### config.mk
export PLATFORM = sky130hd
export DESIGN_NAME = seg7_decoder
export DESIGN_NICKNAME = d
export VERILOG_FILES = /design/src/rtl/seg7_pkg.sv /design/src/rtl/seg7_sync_fifo.sv /design/src/rtl/seg7_decoder.sv
export SDC_FILE = /design/constraint.sdc
export NUM_CORES = 1
export LEC_CHECK = 0
export BUFFER_PORTS_ARGS = -buffer_cell sky130_fd_sc_hd__buf_2
export CORE_UTILIZATION = 57
export DETAILED_ROUTE_END_ITERATION = 12
export PLACE_DENSITY = 0.77
export SLEW_MARGIN = 20
export SYNTH_ARGS = -nofsm -noshare
export SYNTH_HDL_FRONTEND = slang
export SYNTH_SLANG_ARGS = --single-unit
### constraint.sdc
create_clock -name clk -period 3.8 [get_ports clk]
set_input_delay 0.76 -clock clk [delete_from_list [all_inputs] [get_ports clk]]
set_output_delay 0.76 -clock clk [all_outputs]
set_load 0.02 [all_outputs]
### src/rtl/seg7_pkg.sv
// Shared glyph constants, decode function and FIFO entry type for the seven-segment decoder.
// SEG7_DP_EN adds a decimal-point bit to each queued entry.
package seg7_pkg;

  localparam logic [6:0] SEG7_BLANK   = 7'h00;
  localparam logic [6:0] SEG7_GLYPH_0 = 7'h3F;
  localparam logic [6:0] SEG7_GLYPH_1 = 7'h06;
  localparam logic [6:0] SEG7_GLYPH_2 = 7'h5B;
  localparam logic [6:0] SEG7_GLYPH_3 = 7'h4F;
  localparam logic [6:0] SEG7_GLYPH_4 = 7'h66;
  localparam logic [6:0] SEG7_GLYPH_5 = 7'h6D;
  localparam logic [6:0] SEG7_GLYPH_6 = 7'h7D;
  localparam logic [6:0] SEG7_GLYPH_7 = 7'h07;
  localparam logic [6:0] SEG7_GLYPH_8 = 7'h7F;
  localparam logic [6:0] SEG7_GLYPH_9 = 7'h6F;
  localparam logic [6:0] SEG7_GLYPH_A = 7'h77;
  localparam logic [6:0] SEG7_GLYPH_B = 7'h7C;
  localparam logic [6:0] SEG7_GLYPH_C = 7'h39;
  localparam logic [6:0] SEG7_GLYPH_D = 7'h5E;
  localparam logic [6:0] SEG7_GLYPH_E = 7'h79;
  localparam logic [6:0] SEG7_GLYPH_F = 7'h71;

  typedef struct packed {
    logic       err;
    logic [3:0] digit;
  } seg7_code_t;

`ifdef SEG7_DP_EN
  typedef struct packed {
    logic       dp;
    logic       err;
    logic [3:0] digit;
  } seg7_entry_t;
`else
  typedef seg7_code_t seg7_entry_t;
`endif

  // Blank decodes to a clean zero; it is filtered out before any push.
  function automatic seg7_code_t seg7_decode(input logic [6:0] pattern);
    seg7_code_t code;
    code.err   = 1'b0;
    code.digit = 4'h0;
    case (pattern)
      SEG7_GLYPH_0: code.digit = 4'h0;
      SEG7_GLYPH_1: code.digit = 4'h1;
      SEG7_GLYPH_2: code.digit = 4'h2;
      SEG7_GLYPH_3: code.digit = 4'h3;
      SEG7_GLYPH_4: code.digit = 4'h4;
      SEG7_GLYPH_5: code.digit = 4'h5;
      SEG7_GLYPH_6: code.digit = 4'h6;
      SEG7_GLYPH_7: code.digit = 4'h7;
      SEG7_GLYPH_8: code.digit = 4'h8;
      SEG7_GLYPH_9: code.digit = 4'h9;
      SEG7_GLYPH_A: code.digit = 4'hA;
      SEG7_GLYPH_B: code.digit = 4'hB;
      SEG7_GLYPH_C: code.digit = 4'hC;
      SEG7_GLYPH_D: code.digit = 4'hD;
      SEG7_GLYPH_E: code.digit = 4'hE;
      SEG7_GLYPH_F: code.digit = 4'hF;
      SEG7_BLANK:   code.digit = 4'h0;
      default:      code.err   = 1'b1;
    endcase
    return code;
  endfunction

endpackage

### src/rtl/seg7_sync_fifo.sv
// Single-clock FIFO with registered occupancy. A push into a full FIFO is accepted only
// when a pop happens on the same edge.
module seg7_sync_fifo #(
  parameter int unsigned Width = 5,
  parameter int unsigned Depth = 4
) (
  input  logic                   clk_i,
  input  logic                   rst_ni,
  input  logic                   push_i,
  input  logic [Width-1:0]       data_i,
  input  logic                   pop_i,
  output logic [Width-1:0]       data_o,
  output logic                   full_o,
  output logic                   empty_o,
  output logic [$clog2(Depth):0] count_o
);

  localparam int unsigned PtrW = $clog2(Depth);
  localparam logic [PtrW:0] DepthCnt = (PtrW+1)'(Depth);

  logic [Width-1:0] mem_q [Depth];
  logic [PtrW-1:0]  wr_ptr_q, rd_ptr_q;
  logic [PtrW:0]    count_q, count_d;
  logic             do_push, do_pop;

  assign full_o  = (count_q == DepthCnt);
  assign empty_o = (count_q == '0);
  assign do_pop  = pop_i && !empty_o;
  assign do_push = push_i && (!full_o || do_pop);

  always_comb begin
    count_d = count_q;
    unique case ({do_push, do_pop})
      2'b10:   count_d = count_q + 1'b1;
      2'b01:   count_d = count_q - 1'b1;
      default: count_d = count_q;
    endcase
  end

  always_ff @(posedge clk_i or negedge rst_ni) begin
    if (!rst_ni) begin
      wr_ptr_q <= '0;
      rd_ptr_q <= '0;
      count_q  <= '0;
    end else begin
      if (do_push) wr_ptr_q <= wr_ptr_q + 1'b1;
      if (do_pop)  rd_ptr_q <= rd_ptr_q + 1'b1;
      count_q <= count_d;
    end
  end

  // Storage needs no reset; the head is only observed while non-empty.
  always_ff @(posedge clk_i) begin
    if (do_push) mem_q[wr_ptr_q] <= data_i;
  end

  assign data_o  = mem_q[rd_ptr_q];
  assign count_o = count_q;

endmodule

### src/rtl/seg7_decoder.sv
// Samples a seven-segment bus, accepts glyphs held steady for STABLE_CYCLES edges and queues
// the decoded hex values. SEG7_DP_EN adds the dp_in/out_dp decimal-point path.
module seg7_decoder
  import seg7_pkg::*;
#(
  parameter int unsigned STABLE_CYCLES = 4,
  parameter int unsigned FIFO_DEPTH    = 4
) (
  input  logic                        clk,
  input  logic                        rst_n,
  input  logic                        ena,
  input  logic [6:0]                  seg_in,
`ifdef SEG7_DP_EN
  input  logic                        dp_in,
  output logic                        out_dp,
`endif
  output logic                        out_valid,
  input  logic                        out_ready,
  output logic [3:0]                  out_digit,
  output logic                        out_err,
  output logic                        overflow,
  output logic [$clog2(FIFO_DEPTH):0] fifo_count
);

`ifdef SEG7_DP_EN
  localparam int unsigned SampleW = 8;
`else
  localparam int unsigned SampleW = 7;
`endif
  localparam logic [3:0] StableMax = 4'(STABLE_CYCLES);
  localparam logic [3:0] StableAcc = 4'(STABLE_CYCLES - 1);

  logic [SampleW-1:0] sample, r_q;
  logic [3:0]         cnt_q, cnt_d;
  logic               overflow_q, overflow_d;
  logic               match, blank, accept, push, pop, full, empty;
  seg7_code_t         code;
  seg7_entry_t        entry, head;

`ifdef SEG7_DP_EN
  assign sample = {dp_in, seg_in};
`else
  assign sample = seg_in;
`endif

  assign match  = (sample == r_q);
  assign blank  = (seg_in == SEG7_BLANK);
  // cnt saturates, so this fires once per stable run.
  assign accept = ena && match && (cnt_q == StableAcc);
  assign push   = accept && !blank;
  assign pop    = out_valid && out_ready;
  assign code   = seg7_decode(seg_in);

  always_comb begin
    entry.err   = code.err;
    entry.digit = code.digit;
`ifdef SEG7_DP_EN
    entry.dp    = dp_in;
`endif
  end

  always_comb begin
    cnt_d = cnt_q;
    if (!ena || !match) begin
      cnt_d = '0;
    end else if (cnt_q != StableMax) begin
      cnt_d = cnt_q + 1'b1;
    end
  end

  assign overflow_d = overflow_q || (push && full && !pop);

  always_ff @(posedge clk or negedge rst_n) begin
    if (!rst_n) begin
      r_q        <= '0;
      cnt_q      <= '0;
      overflow_q <= 1'b0;
    end else begin
      r_q        <= sample;
      cnt_q      <= cnt_d;
      overflow_q <= overflow_d;
    end
  end

  seg7_sync_fifo #(
    .Width ($bits(seg7_entry_t)),
    .Depth (FIFO_DEPTH)
  ) u_fifo (
    .clk_i   (clk),
    .rst_ni  (rst_n),
    .push_i  (push),
    .data_i  (entry),
    .pop_i   (pop),
    .data_o  (head),
    .full_o  (full),
    .empty_o (empty),
    .count_o (fifo_count)
  );

  assign out_valid = !empty;
  assign out_digit = out_valid ? head.digit : 4'h0;
  assign out_err   = out_valid && head.err;
  assign overflow  = overflow_q;
`ifdef SEG7_DP_EN
  assign out_dp    = out_valid && head.dp;
`endif

endmodule

# Yosys cells after proc, flatten, opt, wreduce, memory -nomap -nowiden

Memory sizes are Yosys's and may differ from the RTL's.
Index checks and enable logic that the tools add are counted.

Memories: 1
Register bits after elaboration: 19
Output and inout bits: 10
Input port bits: 11
RAM bits: 20

Memory list:

| memory       | depth | width | read ports | clocked after Yosys merged registers in | wr ports | line                 | RTL |
|---|---|---|---|---|---|---|---|
| u_fifo.mem_q | 4     | 5     | 1          | 0                                       | 1        | seg7_sync_fifo.sv:21 | `logic [Width-1:0] mem_q [Depth];` |

Reductions and logical operators: 23
Add/subtract/negate cells: 5
Multiplexer cells: 8
Eq/ne operators: 22

Operators by type and width:

| cell                                                | number |
|---|---|
| equality test 7 bit, second input constant          | 12 |
| case mux 4 bit (15 select lines)                    | 1 |
| OR reduction 17 bit                                 | 1 |
| equality test 7 x 3 -> 1 bit, second input constant | 2 |
| equality test 7 x 6 -> 1 bit, second input constant | 2 |
| two-way mux 4 bit                                   | 3 |
| logical AND 1 bit                                   | 9 |
| equality test 7 bit                                 | 1 |
| zero test 7 bit                                     | 1 |
| zero test 1 bit                                     | 6 |
| case mux 3 bit (2 select lines)                     | 1 |
| adder 2 x 1 -> 2 bit, second input constant         | 2 |
| adder 4 x 1 -> 4 bit, second input constant         | 1 |
| equality test 4 x 2 -> 1 bit, second input constant | 1 |
| != test 4 x 3 -> 1 bit, second input constant       | 1 |
| nonzero test 2 bit                                  | 2 |
| adder 3 x 1 -> 3 bit, second input constant         | 1 |
| equality test 3 bit, second input constant          | 1 |
| zero test 3 bit                                     | 1 |
| logical OR 1 bit                                    | 3 |
| two-way mux 1 bit                                   | 3 |
| subtractor 3 x 1 -> 3 bit, second input constant    | 1 |
| equality test 2 x 1 -> 1 bit, second input constant | 1 |
| equality test 2 bit, second input constant          | 1 |

# Depth between registers and ports, before layout

Gate-level depths: netlist of the first run.

Depth in word-level cells: 8
Mapped depth: 10
Mapped depth without buffers: 10

# Hierarchy

Synthesis of the first run repeated with hierarchy kept, for this count alone.

Cell total of the unflattened synthesis: 192
Area total of the unflattened synthesis: 2173.3 sq um

Modules (own cells, without submodules):

| module         | area an instance (sq um) | cells each | instances | seq. area each (sq um) |
|---|---|---|---|---|
| seg7_sync_fifo | 1247.4                   | 79         | 1         | 775.7 |
| seg7_decoder   | 925.9                    | 113        | 1         | 300.3 |

# Worst setup path before layout of the first run

OpenSTA, ideal clock, no wires.

Path kind: input-to-reg
Start: input seg_in[4]
End: register u_fifo.count_q[2], in the netlist u_fifo.count_o[2]
Data arrival time: 2802 ps
Buffers on the path: 1
Slack: 894 ps
Stages on the path: 10
Data required time: 3696 ps
Cells stage by stage: clkbuf_1 -> xor2_1 -> or4_4 -> nor3_1 -> nor2_1 -> fa_1 -> nor2_1 -> o21a_1 -> a211oi_1 -> a221oi_1

Longest elaborated chain between the ends: 7
Elaborated cells between the ends (all ways): 11

Ends and longest elaborated chain:

| item                                                                  | line                 | RTL |
|---|---|---|
| start: declaration                                                    | seg7_decoder.sv:12   | `input logic [6:0] seg_in,` |
| equality test 7 bit                                                   | seg7_decoder.sv:46   | `assign match = (sample == r_q);` |
| logical AND 1 bit (2 in series)                                       | seg7_decoder.sv:49   | `assign accept = ena && match && (cnt_q == StableAcc);` |
| logical AND 1 bit *                                                   | seg7_decoder.sv:50   | `assign push = accept && !blank;` |
| logical AND 1 bit *                                                   | seg7_sync_fifo.sv:29 | `assign do_push = push_i && (!full_o \|\| do_pop);` |
| equality test 2 x 1 -> 1 bit or equality test 2 bit (tied branches)   | seg7_sync_fifo.sv:33 | `unique case ({do_push, do_pop})` |
| case mux 3 bit (2 select lines) or nonzero test 2 bit (tied branches) | --                   |  |
| end signal: assignment                                                | seg7_sync_fifo.sv:48 | `count_q <= count_d;` |
| end: declaration                                                      | seg7_sync_fifo.sv:23 | `logic [PtrW:0] count_q, count_d;` |

Every way passes the cells marked *; elsewhere a longest branch is shown, timed or not.
A chain may end at the register's enable or synchronous reset.

# Worst setup path in the final report of the first run

Start: input seg_in[2]
End: register u_fifo.count_q[2], in the netlist u_fifo.count_o[2]

The elaborated chain is that of the path after synthesis.

==> results of run 1 <==
metrics by stage:
step	utilization (%)	total power [mW]	cells
detailed placement	64.49	0.5139	243
floorplan	-	0.4948	188
global placement	64.49	0.5105	243
global route	67.07	0.8084	251
CTS	67.07	0.7814	251
finish	67.07	0.7784	251
cell usage in the layout, fill, tap and decap left out, types with 5 or more instances in the layout:
cell type	instances
nor2_1	16
nand3_1	6
nor2b_1	6
nand2_1	10
buf_2	20
nor3_1	7
ha_1	6
xnor2_1	8
inv_1	6
edfxtp_1	20
o21ai_0	10
xor2_1	7
mux4_2	5
clkbuf_8	5
dfrtp_1	19
state kept, by name (all words and copies together), names as in the netlist:
register	flops
u_fifo.wr_ptr_q	2
u_fifo.rd_ptr_q	2
u_fifo.count_o	3
overflow	1
cnt_q	4
u_fifo.mem_q	20
r_q	7
power by group through the flow:
stage                     Combinational, mW  Clock, mW  Sequential [mW]
after floorplan                      0.0366          0            0.458
after global placement               0.0521          0            0.458
after detailed placement             0.0554          0            0.458
after CTS                            0.0556      0.276            0.449
after global routing                 0.0621      0.297            0.450
final                                0.0558      0.273            0.449
cells in the mapped netlist (4+ instances only):
cell type / n
a21oi_1: 4
nor3_1: 7
and2_1: 4
nand3_1: 6
nor4_1: 4
clkbuf_1: 8
nand2_1: 10
ha_1: 6
xnor2_1: 8
edfxtp_1: 20
dfrtp_1: 19
nor2b_1: 6
o21ai_0: 10
xor2_1: 7
inv_1: 6
mux4_2: 5
nor2_1: 16
path summary, 6_finish.rpt:
kind                                           start                             end  slack, ns  depth (start not counted)
worst max-delay path                       seg_in[2]   u_fifo.count_o[2]$_DFFE_PN0P_       0.78                         10
worst min-delay path                           rst_n   u_fifo.count_o[2]$_DFFE_PN0P_       0.40                          1
worst max register to register  cnt_q[0]$_DFFE_PN0P_   u_fifo.count_o[2]$_DFFE_PN0P_       0.99                         10
worst min register to register    overflow$_DFF_PN0_              overflow$_DFF_PN0_       0.51                          1
max in group asynchronous                      rst_n  u_fifo.wr_ptr_q[1]$_DFFE_PN0P_       3.11                          1
min in group clk                  overflow$_DFF_PN0_              overflow$_DFF_PN0_       0.51                          1
layout make-up:
cell class                 count  area share (%)
multi-input combinational    132           41.73
inverter                       6          0.9756
clock buffer                   5           2.981
sequential                    39           46.61
clock inverter                 3          0.8672
timing repair buffer          20           4.336
tap                           46           2.493
kinds of logic after synthesis:
kind of cell	synth area share (%)
fa+ha+maj	4.518
buf+inv	3.091
mux	7.075
simple gates	19.80
compound gates	8.146
xor+xnor	6.243
flops	51.13
metal layers:
metal / vias up / global-route usage [%]
met2: 70 / 38.04
met3: 21 / 4.745
met4: 0 / 16.57
li1: 718 / -
met1: 747 / 27.85
met5: - / 0
worst register-to-register path: cells and delay by family (launching register included):
kind | cells | cell delay, ns
DFF | 1 | 0.42
adders and majority gates | 2 | 0.68
AOI/OAI and AO/OA | 4 | 0.73
and+or+nand+nor | 4 | 0.89
==> impl_results.md, run 1 <==
- CP Data Required Time: 3.99 ns
- Clock power share: 35.1%
- Pre-antenna DRT Iters: 5
- Starting Density: 61.14%
- Count of final setup violators: 0
- Cell mode on critical path: nor2_1
- Crit path arrival time: 3.22 ns
- Max Buffers Root-to-Sink: 2
- Die H: 62.76 µm
- FF+latch area: 0.001076 mm²
- Critical path class: in -> reg
- Internal cell power: 0.5933 mW
- Largest net degree at the start of global routing: 20
- Diodes inserted: 0
- Post-CTS Setup Repair Bufs: 0
- Yosys top cell by area: edfxtp_1
- Layout cell share with drive strength beyond 1: 19.02%
- Fin area: 0.002308 mm²
- Post-route DRC: 0
- Final worst-path cycle share: 79.53%
- Seq cells post-synth: 39
- Area post-placement: 0.002220 mm²
- Largest stage delay, worst path: 0.56 ns
- CP Buf/Inv Count: 1
- Yosys top cell area share: 28.54%
- Reg power frac: 57.7%
- Clock transition at path regs: 0.08 ns
- Pwr dens: 337.2 mW/mm²
- Hold Buf Count CTS: 0
- Max Fanout on Critical Path: 15
- Avg Vias per Cell: 6.199
- GRT Total Usage: 23.46%
- Post-detailed-route wirelength per cell: 16.55 µm
- Syn-to-layout area delta: 9.691%
- Port buffer count: 20
- First-pass GRT wire length: 6975 µm
- Top FF cell, synth: edfxtp_1
- # rows: 21
- Minimum clock period: 3.022 ns
- CTS Root Buffer Type: clkbuf_8
- CORE AREA: 0.003442 mm²
- Post-synth EDFFs: 20
- Critical Path End Type: flip-flop
- Fmax: 0.3309 GHz
- Die Area: 0.003939 mm²
- Top post-synthesis cells by area: edfxtp_1 (29%), dfrtp_1 (23%), mux4_2 (5.4%)
- Pre-CTS setup slack: 0.5029 ns
- Slew @ Worst Pin: 0.9010 ns
- Worst-Skew Late Latency: 0.29 ns
- Num CTS Buffers: 5
- WL met1: 1590 µm
- Total number of vias: 1556
- CTS sink count: 39
- Seq/Total Area, Yosys: 51.13%
- Status: finished, final reports clean
- Max VDD drop: 0.2246 mV
- CTS tree: done
- WL met2: 2163 µm
- # IOs: 21
- Routability Congestion: 0.8763
- Post_cts resized: 0
- Fill cells: 272
- Die width: 62.76 µm
- Mapped Area: 0.002105 mm²
- Detailed placement HPWL: 3067 µm
- Mean Syn Cell Area: 11.19 µm²
- H-tree lvl count: 2
- WL met3: 214 µm
- Syn Nets: 206
- Number of global-route vias before repair: 1530
- Async SR Flop Fraction: 48.72%
- Final Hold Fails: 0
- Initial drt markers: 96
- Congestion Overflow GR: 0
- RSZ-0062 raised after global routing: false
- Max-Slew Margin vs Limit: 39.42%
- Sw frac: 23.79%
- Initial antenna violation count: 0
- Net Switching: 0.1852 mW
- Ys Warns: 0
- Area occupied by multi-input gates: 963.4 µm²
- Critical path launch point type: primary input
- Post-Route WL: 4155 µm
- Clk_skew: 0.003520 ns
- Netlist cell types: 47
- Slew Limit Fails: 0
- Top delay family on crit path: simple AND/OR/NAND/NOR gates
- CP cell instances: buf_2 -> xor2_1 -> or4_4 -> nor3_1 -> nor2_1 -> fa_1 -> nor2_1 -> o21a_1 -> a211oi_1 -> a221oi_1
- Max-Cap Viols: 0
- Worst hold slack: 0.3951 ns
- LEAKAGE: 0.9019 nW
- CP max-delay cell: or4_4
- Final ANT Viol Nets: 0
- Gate Count Post-Synth: 188
- Nets: 222
- Final WS setup: 0.7780 ns
- Gate power share: 7.2%
- Max Used Layer: met4
- HP Class: in -> async
- Setup TNS: 0 ns
Power figures use the tool's default switching activity.
==> run 2, diff against run 1 <==
- ABC_AREA: unset -> 1
- clock period: 3.8 -> 2.9 ns (I/O delays scaled with it)
==> run 2 against run 1 <==
Net effect:
- global-route usage is 1.6 points higher
- worst setup slack got worse by 0.034 ns
- sequential share of layout area is 0.72 points lower
- total power grew 110%
- sequential power grew 55%
- synthesized cell count up 37%
- first-iteration DRC count up 54%
- sequential cell count unchanged
- worst hold slack got worse by 0.17 ns
- via count rose by 11%
- die area grew 1.4%
- synthesized area up 1.5%
- critical endpoint is now out_digit[3]
==> impl_results.md, run 2 <==
- Ys Warns: 0
- Slew @ Worst Pin: 0.5351 ns
- CORE AREA: 0.003468 mm²
- HP Class: in -> async
- Fmax: 0.4638 GHz
- Max Buffers Root-to-Sink: 2
- Post-CTS Setup Repair Bufs: 0
- Max-Cap Viols: 0
- Congestion Overflow GR: 0
- Mapped Area: 0.002136 mm²
- CTS tree: done
- CP cell instances: inv_1 -> o21ai_0 -> a21oi_1 -> buf_2
- CP max-delay cell: dfrtp_1
- Detailed placement HPWL: 3288 µm
- Initial antenna violation count: 0
- Slew Limit Fails: 0
- Pre-CTS setup slack: 0.5752 ns
- Setup TNS: 0 ns
- Final worst-path cycle share: 74.35%
- Layout Utilization: 67.60%
- Crit path arrival time: 1.58 ns
- Critical path class: reg -> out
- Minimum clock period: 2.156 ns
- Clock transition at path regs: 0.08 ns
- Post-detailed-route wirelength per cell: 12.90 µm
- Top reg by flops: u_fifo.mem_q
- First-pass GRT wire length: 7631 µm
- Commonest cells after routing, fill and taps aside: nand2_1 (52), nor2_1 (46), inv_1 (35), buf_2 (20), edfxtp_1 (20)
- Top-count cell post-synth: nand2_1
- Pre-antenna DRT Iters: 4
- Biggest regs: u_fifo.mem_q x20, r_q x7, cnt_q x4
- Post-route insts no fill: 327
- Nets: 298
- LEAKAGE: 1.102 nW
- Critical Path End Type: output pin
- CP Buf/Inv Count: 2
- CTS sink count: 39
- Top post-synthesis cells by area: edfxtp_1 (28%), dfrtp_1 (22%), nand2_1 (9.1%)
- Synth top cells by count: nand2_1 (52), nor2_1 (46), inv_1 (35), edfxtp_1 (20), dfrtp_1 (19)
- Critical path launch point type: flip-flop
- Yosys top cell area share: 28.12%
- Port buffer count: 20
- RSZ-0062 raised after global routing: false
- Cell total after placement: 319
- Seq/Total Area, Yosys: 50.38%
- Layout cell share with drive strength beyond 1: 14.95%
- Max VDD drop: 0.4697 mV
- Reg2Reg Launch Point: cnt_q[0]$_DFFE_PN0P_
- Netlist cell types: 28
- H-tree lvl count: 2
- Die H: 63.21 µm
- Syn Nets: 276
- CP Data Required Time: 2.32 ns
- Initial drt markers: 148
- Avg Vias per Cell: 5.263
- Total number of vias: 1721
- Count of final setup violators: 0
- Max Fanout on Critical Path: 12
- Pwr dens: 680.9 mW/mm²
- CTS Root Buffer Type: clkbuf_8
- Number of global-route vias before repair: 1693
- Die Area: 0.003996 mm²
- Final Hold Fails: 0
- Hold Buf Count CTS: 0
- Starting Density: 61.58%
- R2R setup slack: 0.90 ns
- Syn-to-layout area delta: 9.783%
- Commonest non-fill, non-tap cell in the layout: nand2_1
- Post-Route WL: 4219 µm
- Diodes inserted: 0
- CP Launch Point: u_fifo.rd_ptr_q[0]$_DFFE_PN0P_
- Max-Slew Margin vs Limit: 64.05%
- Reg2Reg Capture Point: u_fifo.count_o[2]$_DFFE_PN0P_
- # IOs: 21
- Tot Pwr: 1.597 mW
- Largest net degree at the start of global routing: 20
- Post_cts resized: 0
- Post-route DRC: 0
- Top FF cell, synth: edfxtp_1
- Clk_skew: 0.005637 ns
- Die width: 63.21 µm
- Final WS setup: 0.7438 ns
- Final ANT Viol Nets: 0
- Status: finished, final reports clean
- Yosys top cell by area: edfxtp_1
- Top delay family on crit path: flip-flops
- # rows: 21
- Worst-Skew Late Latency: 0.30 ns
- GRT Total Usage: 25.09%
- Largest stage delay, worst path: 0.56 ns
- Post-synth EDFFs: 20
- FF-to-FF path depth: 13
- Seq cells post-synth: 39
- Num CTS Buffers: 5
- Mean Syn Cell Area: 8.278 µm²
- Gate Count Post-Synth: 258
- Async SR Flop Fraction: 48.72%
- Routability Congestion: 0.8988
- Max reg flops: 20
-- run 2: cell count changes after synthesis, moves of 5 or more --
cell	before	now
a21oi_1	4	9
clkbuf_1	8	3
inv_1	6	35
mux4_2	5	0
nand2_1	10	52
nand2_2	0	7
nand3_1	6	16
nor2_1	16	46
nor2b_1	6	0
xnor2_1	8	1
-- run 2: power by group --
| group | internal [mW] | leakage [nW] | switching (mW) |
|---|---|---|---|
| clock network | 0.168 | 0.0412 | 0.191 |
| registers | 0.625 | 0.408 | 0.0718 |
| logic | 0.185 | 0.653 | 0.356 |
-- run 2: cells by family after synthesis --
logic type,synth area share [%]
AOI/OAI and AO/OA,6.386
and+or+nand+nor,28.76
adders and majority gates,4.452
buffers and inverters,8.378
DFF,50.38
xor gates and xnor gates,1.641
-- run 2: per-stage QoR --
stage | hold slack (ns) | instance area (µm²)
6_report | 0.2217 | 2345
3_5_place_dp | 0.4650 | 2260
3_3_place_gp | 0.4684 | 2260
4_1_cts | 0.2366 | 2345
5_1_grt | 0.2689 | 2345
2_1_floorplan | 0.2844 | 2136
-- run 2: how the worst max path moves through the flow --
stage / to / cells past startpoint
3_5_place_dp: u_fifo.count_o[2]$_DFFE_PN0P_ / 17
4_1_cts: out_digit[3] / 4
3_3_place_gp: u_fifo.count_o[2]$_DFFE_PN0P_ / 17
5_1_grt: out_digit[1] / 4
2_1_floorplan: u_fifo.count_o[2]$_DFFE_PN0P_ / 16
6_report: out_digit[3] / 4
-- run 2: worst register-to-register path, stage by stage, from the launching register on --
cell and delay, ns:
dfrtp_1 0.41, ha_1 0.21, nand3_1 0.15, nor2_1 0.16
nand2_1 0.10, nand2_2 0.12, inv_1 0.07, fa_1 0.38
inv_1 0.08, nand2_2 0.05, nand2_1 0.06, nand2_1 0.04
nand2_1 0.05, inv_1 0.03
-- run 2: area by class of cell --
class	count	area, µm²
fillers	298	1124
flip-flops and latches	39	1076
multi-input cells	176	880.8
inverters	38	145.1
repair buffers	20	100.1
clock buffers	6	72.57
well taps	46	57.56
clock inverters	2	12.51
-- run 2: layer usage --
metal,vias to the layer above,track usage (%),routed length (µm)
met4,0,8.239,65
met1,789,34.06,1968
met5,-,0,0
met2,49,39.78,1969
li1,877,-,-
met3,6,5.797,216
==> run 3, diff against run 2 <==
- ABC_AREA: 1 -> 0
- CORE_UTILIZATION: 57 -> 53
- PLACE_DENSITY: 0.77 -> 0.76
- clock period: 2.9 -> 1.95 ns (I/O delays scaled with it)
==> run 3 against run 2 <==
Net effect:
- the flow now finishes with violations (negative setup slack)
- combinational power is 74% lower
- global-route usage is 0.94 points lower
- worst setup slack worse by 1.1 ns
- first-iteration DRC count is 51% lower
- register-to-register slack worse by 1.3 ns
- largest cell class unchanged
- critical endpoint is now u_fifo.count_o[2]$_DFFE_PN0P_
- via count is 3.8% lower
- routed wire length is 7.8% higher
==> impl_results.md, run 3 (same netlist as run 1, synthesis figures left out) <==
- Diodes inserted: 0
- Nets: 256
- Detailed placement HPWL: 3383 µm
- Die width: 65.02 µm
- Hold Buf Count CTS: 0
- FF-to-FF path depth: 9
- Total number of vias: 1655
- LEAKAGE: 1.120 nW
- Max Fanout on Critical Path: 4
- R2R setup slack: -0.38 ns
- CTS Root Buffer Type: clkbuf_8
- Num CTS Buffers: 5
- Commonest cells after routing, fill and taps aside: buf_4 (31), buf_2 (20), edfxtp_1 (20), dfrtp_1 (19), nor2_1 (14)
- Reg2Reg Launch Point: r_q[0]$_DFF_PN0_
- Clock transition at path regs: 0.07 ns
- Die Area: 0.004227 mm²
- Layout cell share with drive strength beyond 1: 35.15%
- Number of global-route vias before repair: 1718
- Post-route DRC: 0
- Slew @ Worst Pin: 0.5108 ns
- Failing checks: negative setup slack
- Max Buffers Root-to-Sink: 2
- Biggest regs: u_fifo.mem_q x20, r_q x7, cnt_q x4
- Worst-Skew Late Latency: 0.29 ns
- Initial drt markers: 73
- HP Class: in -> async
- Congestion Overflow GR: 0
- Starting Density: 56.22%
- H-tree lvl count: 2
- Post-Route WL: 4549 µm
- # rows: 22
- Minimum clock period: 2.325 ns
- CP Data Required Time: 2.15 ns
- Cell total after placement: 276
- GRT Total Usage: 24.14%
- Status: complete, but fails checks
- Count of final setup violators: 9
- Tot Pwr: 1.803 mW
- Critical path launch point type: flip-flop
- Final ANT Viol Nets: 0
- CTS sink count: 39
- Reg2Reg Capture Point: u_fifo.count_o[2]$_DFFE_PN0P_
- Slew Limit Fails: 0
- Die H: 65.02 µm
- Routability Congestion: 0.8892
- Initial antenna violation count: 0
- Max VDD drop: 0.6835 mV
- Max reg flops: 20
- First-pass GRT wire length: 7590 µm
- Post-route insts no fill: 287
- Final Hold Fails: 0
- Pre-antenna DRT Iters: 4
- Layout Utilization: 71.42%
- Clk_skew: 0.004674 ns
- Worst hold slack: 0.03303 ns
- Post-detailed-route wirelength per cell: 15.85 µm
- Top reg by flops: u_fifo.mem_q
- Final worst-path cycle share: 119.2%
- Fmax: 0.4300 GHz
- CORE AREA: 0.003744 mm²
- Commonest non-fill, non-tap cell in the layout: buf_4
- CTS tree: done
- Largest net degree at the start of global routing: 20
- Final WS setup: -0.3754 ns
- Max-Slew Margin vs Limit: 65.59%
- Avg Vias per Cell: 5.767
- Syn-to-layout area delta: 27.05%
- Port buffer count: 20
- # IOs: 21
- Crit path arrival time: 2.52 ns
- Critical Path End Type: flip-flop
- Pwr dens: 674.4 mW/mm²
- RSZ-0062 raised after global routing: true
- Critical path class: reg -> reg
- Max-Cap Viols: 0
[run 3: power by group]
group | leakage [nW] | switching (mW) | internal, mW
Sequential | 0.414 | 0.00320 | 0.872
Combinational | 0.640 | 0.0841 | 0.0557
Clock | 0.0654 | 0.277 | 0.511
Total | 1.12 | 0.364 | 1.44
[run 3: worst max path at each step]
stage	endpoint	start	depth (start not counted)
6_report	u_fifo.count_o[2]$_DFFE_PN0P_	r_q[0]$_DFF_PN0_	9
3_3_place_gp	u_fifo.count_o[2]$_DFFE_PN0P_	seg_in[2]	10
5_1_grt	u_fifo.count_o[2]$_DFFE_PN0P_	r_q[2]$_DFF_PN0_	9
4_1_cts	u_fifo.count_o[2]$_DFFE_PN0P_	r_q[0]$_DFF_PN0_	9
3_5_place_dp	u_fifo.count_o[2]$_DFFE_PN0P_	seg_in[2]	10
2_1_floorplan	u_fifo.count_o[2]$_DFFE_PN0P_	seg_in[4]	10
[run 3: layout make-up]
cell class                      instances  area (µm²)
Sequential cell                        39        1076
Fill cell                             269        1070
Inverter                                6       22.52
Multi-Input combinational cell        132        1016
Tap cell                               48       60.06
Timing Repair Buffer                   54       366.6
Clock buffer                            6       72.57
Clock inverter                          2       60.06
[run 3: worst max-delay path, cell delays in order (launching register included)]
cell,delay [ns]
dfrtp_1,0.38
xor2_1,0.17
or4_4,0.55
nor3_4,0.15
nor2_2,0.07
fa_2,0.38
nor2_2,0.12
o21a_1,0.13
a211oi_1,0.05
a221oi_1,0.25
[run 3: per-layer routing]
layer  up-vias  wire, µm  track usage, %
met3         9       175           4.401
met1       815      1825           27.05
met5         -         0               0
met4         0        82           9.511
met2        42      2466           44.79
li1        789         -               -
[run 3: timing repair]
action / 4_1_cts / 5_1_grt
setup buffers: 2 / 1
endpoints found under the setup margin: 28 / 33
resized for setup: 14 / 2
hold endpoints to repair: 0 / 0
cloned: 0 / 0
pin swaps: 3 / 1
[run 3: through the flow]
step	instance area [µm²]	TNS [ns]	setup slack, ns
floorplan	2133	-4.145	-0.3628
global placement	2474	-7.302	-0.4905
detailed placement	2474	-9.036	-0.5630
CTS	2656	-2.043	-0.3954
global route	2674	-4.280	-0.4935
finish	2674	-1.776	-0.3754
